[src/rtl/cache_mem_arbiter.sv]
`default_nettype none
// ============================================================================
// Module      : cache_mem_arbiter
// Description : Shares one external word-wide memory port between the
//               instruction-cache refill path and the data-cache
//               refill/writeback path. Each grant moves one cache line as a
//               burst of BURST_LEN word beats. The data side has priority,
//               and a starvation counter forces an instruction grant after
//               STARVE_LIMIT consecutive data grants taken while the
//               instruction side was waiting.
//
// Ports       : clk_i / rst_i        clock, async active-low reset
//               icache_*             instruction line read requester
//               dcache_*             data line read/writeback requester
//               mem_*                single beat-level memory port
//               busy_o               arbiter is not idle
// Revision    : 1.0 - initial release
// ============================================================================
module cache_mem_arbiter #(
    parameter int BURST_LEN    = 4,   // words per line, power of two 2..16
    parameter int STARVE_LIMIT = 2    // data grants tolerated while I waits, 1..15
) (
    input  logic        clk_i,
    input  logic        rst_i,

    input  logic        icache_req_i,
    input  logic [29:0] icache_addr_i,
    output logic [31:0] icache_rdata_o,
    output logic        icache_rvalid_o,
    output logic        icache_done_o,

    input  logic        dcache_req_i,
    input  logic        dcache_we_i,
    input  logic [29:0] dcache_addr_i,
    input  logic [31:0] dcache_wdata_i,
    output logic        dcache_wready_o,
    output logic [31:0] dcache_rdata_o,
    output logic        dcache_rvalid_o,
    output logic        dcache_done_o,

    output logic        mem_valid_o,
    output logic        mem_we_o,
    output logic [29:0] mem_addr_o,
    output logic [31:0] mem_wdata_o,
    input  logic        mem_ready_i,
    input  logic [31:0] mem_rdata_i,

    output logic        busy_o
);

    // ------------------------------------------------------------------------
    // Constants
    // ------------------------------------------------------------------------
    localparam int c_BEAT_W = $clog2(BURST_LEN);
    localparam int c_LINE_W = 30 - c_BEAT_W;

    localparam logic [c_BEAT_W-1:0] c_LAST_BEAT  = c_BEAT_W'(BURST_LEN - 1);
    localparam logic [c_BEAT_W-1:0] c_BEAT_ONE   = c_BEAT_W'(1);
    localparam logic [3:0]          c_STARVE_MAX = 4'(STARVE_LIMIT);

    localparam logic [1:0] c_ST_IDLE  = 2'd0;
    localparam logic [1:0] c_ST_GNT_I = 2'd1;
    localparam logic [1:0] c_ST_GNT_D = 2'd2;

    // ------------------------------------------------------------------------
    // State
    // ------------------------------------------------------------------------
    logic [1:0]          r_state;
    logic [c_BEAT_W-1:0] r_beat_cnt;
    logic [3:0]          r_starve_cnt;
    logic [c_LINE_W-1:0] r_line;        // line address captured at grant

    logic w_gnt_i;
    logic w_gnt_d;
    logic w_busy;
    logic w_beat;
    logic w_last;
    logic w_pick_i;
    logic w_pick_d;
    logic w_d_write;
    logic w_unused_addr_bits;

    // Word-in-line bits of the requester addresses are deliberately dropped:
    // bursts always start at beat 0 of the line.
    assign w_unused_addr_bits = ^{icache_addr_i[c_BEAT_W-1:0],
                                  dcache_addr_i[c_BEAT_W-1:0]};

    assign w_gnt_i = (r_state == c_ST_GNT_I);
    assign w_gnt_d = (r_state == c_ST_GNT_D);
    assign w_busy  = w_gnt_i | w_gnt_d;

    // A beat only exists while a grant is held; ready seen in IDLE is ignored.
    assign w_beat  = w_busy & mem_ready_i;
    assign w_last  = w_beat & (r_beat_cnt == c_LAST_BEAT);

    // Instruction side wins only when alone or when it has been starved for
    // the full limit; otherwise the data side takes the port.
    assign w_pick_i = icache_req_i & (~dcache_req_i | (r_starve_cnt >= c_STARVE_MAX));
    assign w_pick_d = dcache_req_i & ~w_pick_i;

    // ------------------------------------------------------------------------
    // Arbitration and burst sequencing
    // ------------------------------------------------------------------------
    always_ff @(posedge clk_i or negedge rst_i) begin
        if (!rst_i) begin
            r_state      <= c_ST_IDLE;
            r_beat_cnt   <= '0;
            r_starve_cnt <= '0;
            r_line       <= '0;
        end else begin
            case (r_state)
                c_ST_IDLE: begin
                    r_beat_cnt <= '0;
                    if (w_pick_d) begin
                        r_state <= c_ST_GNT_D;
                        r_line  <= dcache_addr_i[29:c_BEAT_W];
                        // Only grants taken over a waiting I request count.
                        if (icache_req_i && (r_starve_cnt < c_STARVE_MAX)) begin
                            r_starve_cnt <= r_starve_cnt + 4'd1;
                        end
                    end else if (w_pick_i) begin
                        r_state      <= c_ST_GNT_I;
                        r_line       <= icache_addr_i[29:c_BEAT_W];
                        r_starve_cnt <= '0;
                    end
                end

                c_ST_GNT_I,
                c_ST_GNT_D: begin
                    // The owner keeps the port for exactly BURST_LEN beats,
                    // even if it drops its request part way through.
                    if (mem_ready_i) begin
                        if (r_beat_cnt == c_LAST_BEAT) begin
                            r_state    <= c_ST_IDLE;
                            r_beat_cnt <= '0;
                        end else begin
                            r_beat_cnt <= r_beat_cnt + c_BEAT_ONE;
                        end
                    end
                end

                default: begin
                    r_state    <= c_ST_IDLE;
                    r_beat_cnt <= '0;
                end
            endcase
        end
    end

    // ------------------------------------------------------------------------
    // Output decode (state plus the current beat handshake)
    // ------------------------------------------------------------------------
    assign w_d_write = w_gnt_d & dcache_we_i;

    assign busy_o      = w_busy;
    assign mem_valid_o = w_busy;
    assign mem_we_o    = w_d_write;
    assign mem_addr_o  = w_busy ? {r_line, r_beat_cnt} : 30'd0;
    assign mem_wdata_o = w_d_write ? dcache_wdata_i : 32'd0;

    assign icache_rvalid_o = w_gnt_i & mem_ready_i;
    assign icache_rdata_o  = icache_rvalid_o ? mem_rdata_i : 32'd0;
    assign icache_done_o   = w_gnt_i & w_last;

    assign dcache_wready_o = w_d_write & mem_ready_i;
    assign dcache_rvalid_o = w_gnt_d & ~dcache_we_i & mem_ready_i;
    assign dcache_rdata_o  = dcache_rvalid_o ? mem_rdata_i : 32'd0;
    assign dcache_done_o   = w_gnt_d & w_last;

endmodule
`default_nettype wire

[config.mk]
export PLATFORM = sky130hd
export DESIGN_NAME = cache_mem_arbiter
export DESIGN_NICKNAME = d
export VERILOG_FILES = /design/src/rtl/cache_mem_arbiter.sv
export SDC_FILE = /design/constraint.sdc
export NUM_CORES = 1
export LEC_CHECK = 0
export CAP_MARGIN = 20
export CORE_AREA = 4 4 100 102
export CTS_CLUSTER_SIZE = 12
export DETAILED_ROUTE_END_ITERATION = 6
export DIE_AREA = 0 0 104 106
export GPL_ROUTABILITY_DRIVEN = 0
export PLACE_DENSITY_LB_ADDON = 0.25
export RECOVER_POWER = 50
export SYNTH_ARGS = -nofsm -noshare
export SYNTH_HDL_FRONTEND = slang
export SYNTH_SLANG_ARGS = --single-unit
export TNS_END_PERCENT = 5
[constraint.sdc]
create_clock -name clk_i -period 2.8 [get_ports clk_i]
set_clock_uncertainty 0.05 [all_clocks]
set_input_delay 0.56 -clock clk_i [delete_from_list [all_inputs] [get_ports clk_i]]
set_output_delay 0.56 -clock clk_i [all_outputs]
set_load 0.02 [all_outputs]
Word level (Yosys, flattened, before mapping)
Cells that the tools add are included.
{ "word_totals": {"regBits": 36, "in_bits": 130, "wordCells": 55} }
{ "op_classes": {"n_addsub": 2, "order_cmp": 2, "eq_ne": 7, "muxes": 17, "bitwise": 16, "reduce_logical": 7} }
{ "op_table": {"columns": ["operator", "count"], "rows": [
  ["32-bit two-way mux", 3],
  ["28-bit two-way mux", 2],
  ["30-bit two-way mux", 1],
  ["2-bit two-way mux", 7],
  ["4-bit two-way mux", 3],
  ["1-bit bitwise AND", 11],
  ["3-bit AND reduction", 2],
  ["4-bit by 1-bit adder with 4-bit output, second input constant", 1],
  ["2-bit equality test, second input constant", 2],
  ["4-bit by 2-bit >= comparator with 1-bit output, second input constant", 1],
  ["4-bit by 2-bit less-than comparator with 1-bit output, second input constant", 1],
  ["2-bit inequality test, second input constant", 2],
  ["2-bit case mux with 2 select lines", 1],
  ["3-bit inequality test, second input constant", 1],
  ["1-bit inverter", 3],
  ["2-bit by 1-bit adder with 2-bit output, second input constant", 1],
  ["2-bit by 1-bit equality test with 1-bit output, second input constant", 1],
  ["2-bit logical NOT", 1],
  ["2-bit by 1-bit inequality test with 1-bit output, second input constant", 1],
  ["1-bit bitwise OR", 2],
  ["2-bit AND reduction", 1],
  ["2-bit nonzero test", 1],
  ["2-bit OR reduction", 1],
  ["1-bit logical AND", 1]
]} }

Depth between registers and ports, before layout
{ "logic_depth": {"depth_word": 7, "depth_mapped": 8, "ltp_nobuf": 5} }

Least setup slack after synthesis
No wires, ideal clock.
{ "synth_path": {"kind": "reg2out", "startpoint": "reg r_state[0]", "endpoint": "out dcache_rdata_o[22]", "t_arrival_ns": 1.605, "required_time_ns": 2.190, "path_slack_ns": 0.585, "path_stages_with_launch": 7, "path_buffers": 1, "cell_sequence": "dfrtp_1 -> inv_1 -> ha_1 -> nand2_1 -> nor2_1 -> clkbuf_1 -> and2_1"} }
{ "synth_between": {"elab_chain_cells": 4} }
{ "synth_rtl": {"columns": ["element", "line_no", "text"], "rows": [
  ["from (decl)", "68", "logic [1:0] r_state;"],
  ["from (signal assigned)", "106", "r_state <= c_ST_IDLE;"],
  ["from (signal assigned)", "115", "r_state <= c_ST_GNT_D;"],
  ["from (signal assigned)", "122", "r_state <= c_ST_GNT_I;"],
  ["2-bit equality test", "89", "assign w_gnt_d = (r_state == c_ST_GNT_D);"],
  ["1-bit bitwise AND (2 in a row)", "166", "assign dcache_rvalid_o = w_gnt_d & ~dcache_we_i & mem_ready_i;"],
  ["via dcache_rvalid_o", "38", "output logic dcache_rvalid_o,"],
  ["32-bit two-way mux", "167", "assign dcache_rdata_o = dcache_rvalid_o ? mem_rdata_i : 32'd0;"],
  ["to (decl)", "37", "output logic [31:0] dcache_rdata_o,"]
]} }
The timed path passes the listed nets, and every way through them passes these cells.

Worst setup path after layout
{ "layout_path": {"startpoint": "in mem_ready_i", "endpoint": "out icache_done_o"} }
{ "layout_between": {"elab_chain_cells": 3} }
{ "layout_rtl": {"columns": ["element", "line_no", "text"], "rows": [
  ["from (decl)", "45", "input logic mem_ready_i,"],
  ["1-bit bitwise AND", "93", "assign w_beat = w_busy & mem_ready_i;"],
  ["1-bit bitwise AND", "94", "assign w_last = w_beat & (r_beat_cnt == c_LAST_BEAT);"],
  ["1-bit bitwise AND", "163", "assign icache_done_o = w_gnt_i & w_last;"],
  ["to (decl)", "30", "output logic icache_done_o,"]
]} }
No other way between the ends.

==> run metrics <==
clk buf depth 2; hold slack 0.467 ns; failing checks capacitance limit, slew limit; Worst Setup Start Kind input port; relative slew slack -0.296; DP Wirelength 9.97 mm; initial drt markers 161; fin cells 714; largest family of logic cells by synthesized area simple AND/OR/NAND/NOR gates; CTS tree yes; Total Power 4.43 mW; H-tree depth 2; vias 3,595; number of setup buffers added after CTS 0; Post-synth EDFFs 0; post-route clock period utilization 0.981; routed len/inst 17.7 um; CTS buffer count 5; Setup CP Type in2out; DRT Pass-1 Iters 4; Cell Pwr Density 803 nW/um2; Synth Area in XOR/XNOR 0; first-pass GRT wire length 19.1 mm; share of cells above drive strength 1 0.0432; worst slew pin tran 1.94 ns; GRT Overall Usage 0.216; post-synthesis mux area share 0.00725; ys async rst share 1.00; post-synthesis compound-gate area fraction 0.209; antenna violations before repair 1; Die ar. 11,000 um2; Hold WC Path Type reg2reg; Overflow after GRT 0; Via density 5.04; ANT nets after route 0; Residual DRC 0; CTS Sinks 36; Reg clk slew, reported paths 0.07 ns; area leader, netlist dfrtp_1; Net Count, Synth 494; Hold EP r_line[2]; sequential share of the synthesized area 0.326; RSZ-0062 raised after global routing true; Initial Util 0.303; share of the synthesized area in the top cell type 0.326; Max IR drop VDD 463 uV; final hold vios 0; CP required 2.19 ns; die width 104 um; max-cap violation count 1; WL final 12.6 mm; fin crit period 2.75 ns; f_max 364 MHz; I/O Pins 264; chip height 106 um; synthesis-to-layout area growth 99.6%; crit path capture type primary output; dominant cells by area after synthesis dfrtp_1 33%, and3_1 15%, and2_1 15%; status finished with violations; Post-synth top flop dfrtp_1; crit path max fanout 4; Reg2Reg Launch Point r_starve_cnt[1]; later-pin clock latency in the skew report 0.29 ns; vias in the first global route 3,414; area of the core 9110 um2; Root Driver clkbuf_8; Synth cell types 30; largest net degree at the start of global routing 38; synth warn 0; final setup fails 0; max-slew violation count 37; Synth Cell Area 2760 um2; CP Data Arrival Time 2.14 ns; NumNets Final 737; worst-case reg-to-reg path depth 5; port bufs 259; Yosys reg bits 36; hold depth 2; reg2reg setup slack 0.34 ns; P_leak 2.57 nW; final core occ 0.605; cell count after synthesis 358; placed insts 705; RR Endpoint r_starve_cnt[1]; row cnt 35; simple-gate share of the synthesized area 0.359; Synth Area in Adders 0.0272; Syn Area/Cell 7.71 um2; hold path start r_line[2]
cells by family after synthesis:
group	count (synthesis)
AOI/OAI and AO/OA	97
adders and majority gates	6
and+or+nand+nor	173
DFF	36
muxes	2
buffers and inverters	44
timing repair:
action | 4_1_cts | 5_1_grt
endpoints found under the hold margin | 0 | 0
setup endpoints to repair | 32 | 49
hold buffers | 0 | 0
resized for setup | 32 | 5
layout by cell type, fill, tap and decap left out:
master and count:
clkbuf_1 6, clkbuf_8 6, a21o_1 1, a41o_1 1, clkbuf_2 2, a22oi_1 1, a21bo_2 1, buf_12 3
nor4_2 1, o21a_1 1, and2_1 65, nor2_1 31, o41ai_4 1, dfrtp_1 36, diode_2 1, a21oi_1 28
buf_6 3, nor2b_1 2, o21ai_0 31, inv_1 4, o31ai_1 1, nand2_1 7, o41a_1 1, o21ai_2 1
a31oi_1 28, ha_1 6, dlygate4sd3_1 19, clkdlybuf4s50_1 205, dlygate4sd2_1 32, o32ai_1 1, mux2i_1 2, and3_1 66
buf_4 8, nand3_1 1
registers in the layout, indices dropped and copies added, names as in the netlist:
name	cells
r_line	28
r_starve_cnt	4
r_beat_cnt	2
r_state	2
cell usage after synthesis, types with 4 or more instances:
cell type	number
nor2_1	31
and3_1	66
and2_1	65
a31oi_1	28
nand2_1	7
inv_1	4
clkbuf_1	28
a21oi_1	28
dfrtp_1	36
o21ai_0	31
ha_1	6
buf_2	6
worst max-delay path: stages:
cell	delay [ns]
clkdlybuf4s50_1	0.52
buf_4	0.15
and2_1	0.13
and3_1	0.15
clkdlybuf4s50_1	0.62
report_power, final:
| group | switching, mW | total, mW | internal (mW) | leakage (nW) |
|---|---|---|---|---|
| combinational | 1.68 | 3.15 | 1.47 | 2.11 |
| sequential | 0.129 | 0.892 | 0.763 | 0.420 |
| clock | 0.185 | 0.386 | 0.201 | 0.0455 |
| total | 1.99 | 4.43 | 2.44 | 2.57 |
stage by stage:
stage / area, um2 / setup WS (ns) / setup TNS [ns]
5_1_grt: 5510 / -0.00397 / -0.00397
6_report: 5510 / 0.0527 / 0
4_1_cts: 5530 / 0.0168 / 0
2_1_floorplan: 2760 / 0.585 / 0
3_3_place_gp: 5480 / -0.0847 / -1.52
3_5_place_dp: 5480 / -0.0988 / -2.20
final cells by class:
class / instances / area (um2)
Antenna cell: 1 / 2.50
Clock buffer: 8 / 90.1
Fill cell: 842 / 3600
Inverter: 4 / 15.0
Multi-Input combinational cell: 278 / 1660
Sequential cell: 36 / 901
Tap cell: 111 / 139
Timing Repair Buffer: 276 / 2700
how the worst max path moves through the flow:
stage / from / end / slack, ns
after global routing: mem_ready_i / icache_done_o / -0.004
after CTS: dcache_we_i / mem_wdata_o[3] / 0.02
after floorplan: r_state[0] / dcache_rdata_o[22] / 0.59
after global placement: mem_ready_i / dcache_rdata_o[0] / -0.08
final: mem_ready_i / icache_done_o / 0.05
after detailed placement: mem_ready_i / dcache_rdata_o[0] / -0.1
metal layers:
layer,vias to the layer above,track usage,share of wire
met3,17,0.0522,0.066
met1,1694,0.258,0.41
met4,0,0.0608,0.017
met2,149,0.386,0.51
met5,-,0,0
li1,1735,-,-
Note: power is estimated with default switching activity, not from simulation.
==> edit 1 (same flow settings) <==
Set the parameter `BURST_LEN` to 2 (it was 4).
--- a/src/rtl/cache_mem_arbiter.sv
+++ b/src/rtl/cache_mem_arbiter.sv
@@ -19,3 +19,3 @@
 module cache_mem_arbiter #(
-    parameter int BURST_LEN    = 4,   // words per line, power of two 2..16
+    parameter int BURST_LEN    = 2,   // words per line, power of two 2..16
     parameter int STARVE_LIMIT = 2    // data grants tolerated while I waits, 1..15
Check against the original RTL: not equivalent (Yosys sat finds a counterexample within 4 cycles, from zero or initial values and one cycle with rst_i low).
==> edit 1 against the original RTL <==
The flow still finishes with violations (capacitance limit, slew limit); sequential cell count did not move; non-clock buffer count rose by 4; maximum frequency rose by 1.5%; area after synthesis fell by 2.0%; routed wire length fell by 2.1%; worst setup slack improved by 41 ps; design area fell by 1.8%; global-route usage fell by 0.77 points; power rose by 0.53%; first-iteration DRC count fell by 11%; critical endpoint is now icache_rdata_o[9].
==> edit 1: results (changes against the original RTL) <==
metric	value	unit	change
ClkCell Share	1.78	%	was 1.63%
RR Endpoint	r_line[21]		was r_starve_cnt[1]
worst setup slack after placement	-59.4	ps	was -98.8 ps
pin count of the biggest net entering global routing	37		was 38
share of cell area taken by muxes after synthesis	0	%	was 0.725%
I/O Buffers	261		was 259
final number of max-transition violations	37		unchanged
critical path peak fanout	17		was 4
# clk buffers	6		was 8
WHS	467	ps	about the same
detailed route wirelength on metal2	6240	um	was 6430 um
Layout Cells excl Fill	719		was 714
vias in the first global route	3486		was 3414
combined area of the multi-input logic cells	1640	sq um	was 1660 sq um
internal reg-to-reg setup slack	800	ps	was 340 ps
Max H-tree Level	2		unchanged
number of distinct standard cells referenced by the synthesized netlist	25		was 30
Net Switching	2.01	mW	was 1.99 mW
non-clock buffer count	280		was 276
total track usage	20.8	%	was 21.6%
leakage component of the power	2.52	nW	was 2.57 nW
proportion of cell area occupied by multi-input gates	30.2	%	about the same
fraction of met2 tracks used by global routing	38.1	%	was 38.6%
placed insts	709		was 705
CTS resizes	33		was 32
worst hold endpoint	r_line[1]		was r_line[2]
result of the run	finished with violations		unchanged
layout buffering overhead excluding clock cells	48.4	%	was 49.0%
number of cell instances on the worst register-to-register path	6		was 5
share of cells above drive strength 1	4.94	%	was 4.32%
Max-cap violations	1		unchanged
maximum VDD drop	0.629	mV	was 0.463 mV
Detailed Place HPWL	9570	um	was 9970 um
Area growth syn-to-layout	100	%	was 99.6%
met3 global-route usage	7.83	%	was 5.22%
Fill cells	880		was 842
Top Registers	r_line x29, r_starve_cnt x4, r_state x2		was r_line x28, r_starve_cnt x4
net count of the mapped netlist	493		was 494
failing checks	capacitance limit, slew limit		unchanged
number of DRC markers in iteration 0	143		was 161
global-route wire length before repair	18800	um	was 19100 um
worst setup path endpoint	icache_rdata_o[9]		was icache_done_o
xor-xnor portion of the synthesized cell area	0.324	%	was 0%
M1 wire length	4850	um	was 5150 um
Adder-Cell Fraction of Synth Area	2.31	%	was 2.72%
top cells by area, synth	sky130_fd_sc_hd__dfrtp_1 (33%), sky130_fd_sc_hd__and3_1 (15%), sky130_fd_sc_hd__and2_1 (15%)		unchanged
HP Start	r_line[1]		was r_line[2]
relative max-transition margin	-31.6	%	was -29.6%
PnR worst setup slack	93.6	ps	was 52.7 ps
Post-DP Area	5470	sq um	was 5480 sq um
fraction of the mapped netlist area in compound gates	21.3	%	was 20.9%
vias per cell	4.93		was 5.04
share of the yosys chip area belonging to registers	33.3	%	was 32.6%
data arrival time of the worst path	2100	ps	was 2140 ps
Signal inverters	5		was 4
==> edit 1: changes by cell type after synthesis, sizes merged <==
| cell | unedited run | this run |
|---|---|---|
| nand2 | 7 | 8 |
| ha | 6 | 5 |
| inv | 4 | 5 |
| or3 | 0 | 1 |
| o21ai | 32 | 34 |
| a31oi | 28 | 29 |
| xor2 | 0 | 1 |
| nor2b | 2 | 0 |
| mux2i | 2 | 0 |
| nor4 | 1 | 0 |
| a21oi | 28 | 29 |
| buf | 11 | 10 |
| a21o | 1 | 0 |
==> edit 1: power by group through the flow <==
stage / Combinational, mW / Sequential, mW / Clock [mW]
after global routing: 3.43 / 0.921 / 0.430
after detailed placement: 3.23 / 0.897 / 0
final: 3.17 / 0.886 / 0.400
after global placement: 3.18 / 0.880 / 0
after CTS: 3.23 / 0.887 / 0.407
after floorplan: 1.77 / 0.860 / 0
==> edit 2 (same settings) <==
Without the edit above. Make the reset (`rst_i`) synchronous in one clocked block. Comments in the files are not updated.
--- a/src/rtl/cache_mem_arbiter.sv
+++ b/src/rtl/cache_mem_arbiter.sv
@@ -103,3 +103,3 @@
     // ------------------------------------------------------------------------
-    always_ff @(posedge clk_i or negedge rst_i) begin
+    always_ff @(posedge clk_i) begin
         if (!rst_i) begin
Behaviour: differs if rst_i is asserted again (counterexample within 4 cycles, from zero or initial values and one cycle with rst_i low); with rst_i held inactive, the same outputs for 10 cycles.
==> edit 2 against the original RTL <==
Hold slack worse by 34 ps; design area shrank 3.4%; worst setup slack gained 20 ps; non-clock buffer count is 7 lower; routed wire length decreased by 7.9%; die area stayed put; area after synthesis shrank 8.7%; sequential cell count did not move.
Power is not compared: it rests on default switching activity, and its combinational part moved more than twofold at a synthesized area within 25%.
==> edit 2: results (changes against the original RTL) <==
metric	value	unit	change
transition time at the pin with the least slew margin	981	ps	was 1940 ps
Vias	3219		was 3595
Detailed Place HPWL	9210	um	was 9970 um
number of DRC markers in iteration 0	85		was 161
layout buffering overhead excluding clock cells	50.3	%	was 49.0%
Adder-Cell Fraction of Synth Area	2.98	%	was 2.72%
global-route wire length before repair	17500	um	was 19100 um
FF+latch area	721	sq um	was 901 sq um
share of cell area taken by muxes after synthesis	0.397	%	was 0.725%
most numerous cell types in the synthesized netlist	sky130_fd_sc_hd__and3_1 (66), sky130_fd_sc_hd__and2_1 (65), sky130_fd_sc_hd__dfxtp_1 (36)		was sky130_fd_sc_hd__and3_1 (66), sky130_fd_sc_hd__and2_1 (65), sky130_fd_sc_hd__dfrtp_1 (36)
total standard cell area after synthesis	2520	sq um	was 2760 sq um
ClkCell Share	2.37	%	was 1.63%
placed insts	647		was 705
M1 wire length	4540	um	was 5150 um
DR WL/cell	17.7	um	about the same
net count of the mapped netlist	435		was 494
met3 wire length	962	um	was 828 um
HP Start	r_starve_cnt[2]		was r_line[2]
proportion of cell area occupied by multi-input gates	30.7	%	was 30.2%
worst setup slack after placement	-133	ps	was -98.8 ps
fraction of met2 tracks used by global routing	36.3	%	was 38.6%
Fill cells	835		was 842
detailed route wirelength on metal2	5940	um	was 6430 um
result of the run	complete, no violations		was finished with violations
Layout Cells excl Fill	656		was 714
Post-DP Area	5230	sq um	was 5480 sq um
fraction of the mapped netlist area in compound gates	24.6	%	was 20.9%
start of the worst register-to-register path	r_starve_cnt[0]		was r_starve_cnt[1]
Gate Count Post-Synth	299		was 358
# clk buffers	7		was 8
fraction of synthesis flops using an asynchronous set or reset pin	0	%	was 100%
edit 2: cell count changes after synthesis, sizes merged, moves of 24 or more:
cell,unedited run,this run
nor2,31,2
o221a,0,28
o21a,1,29
o21ai,32,2
dfrtp,36,0
a31oi,28,0
dfxtp,0,36
a21oi,28,4
edit 2: critical path, cell delays in order:
cell and delay, ps:
sky130_fd_sc_hd__clkdlybuf4s50_1 510, sky130_fd_sc_hd__buf_8 210, sky130_fd_sc_hd__and4_1 200, sky130_fd_sc_hd__clkdlybuf4s50_1 630
edit 2: repair_timing:
item / 4_1_cts / 5_1_grt
hold buffers: 0 / 0
gates cloned: 0 / 0
setup endpoints to repair: 35 / 35
setup buffers: 0 / 0
gates resized for setup: 33 / 3
edit 2: path summary, 6_finish.rpt:
kind,end,slack (ps),cells after the start
setup / recovery,dcache_done_o,70,4
hold / removal,r_starve_cnt[2],430,2
setup reg to reg,r_line[24],520,5
hold reg to reg,r_starve_cnt[2],430,2
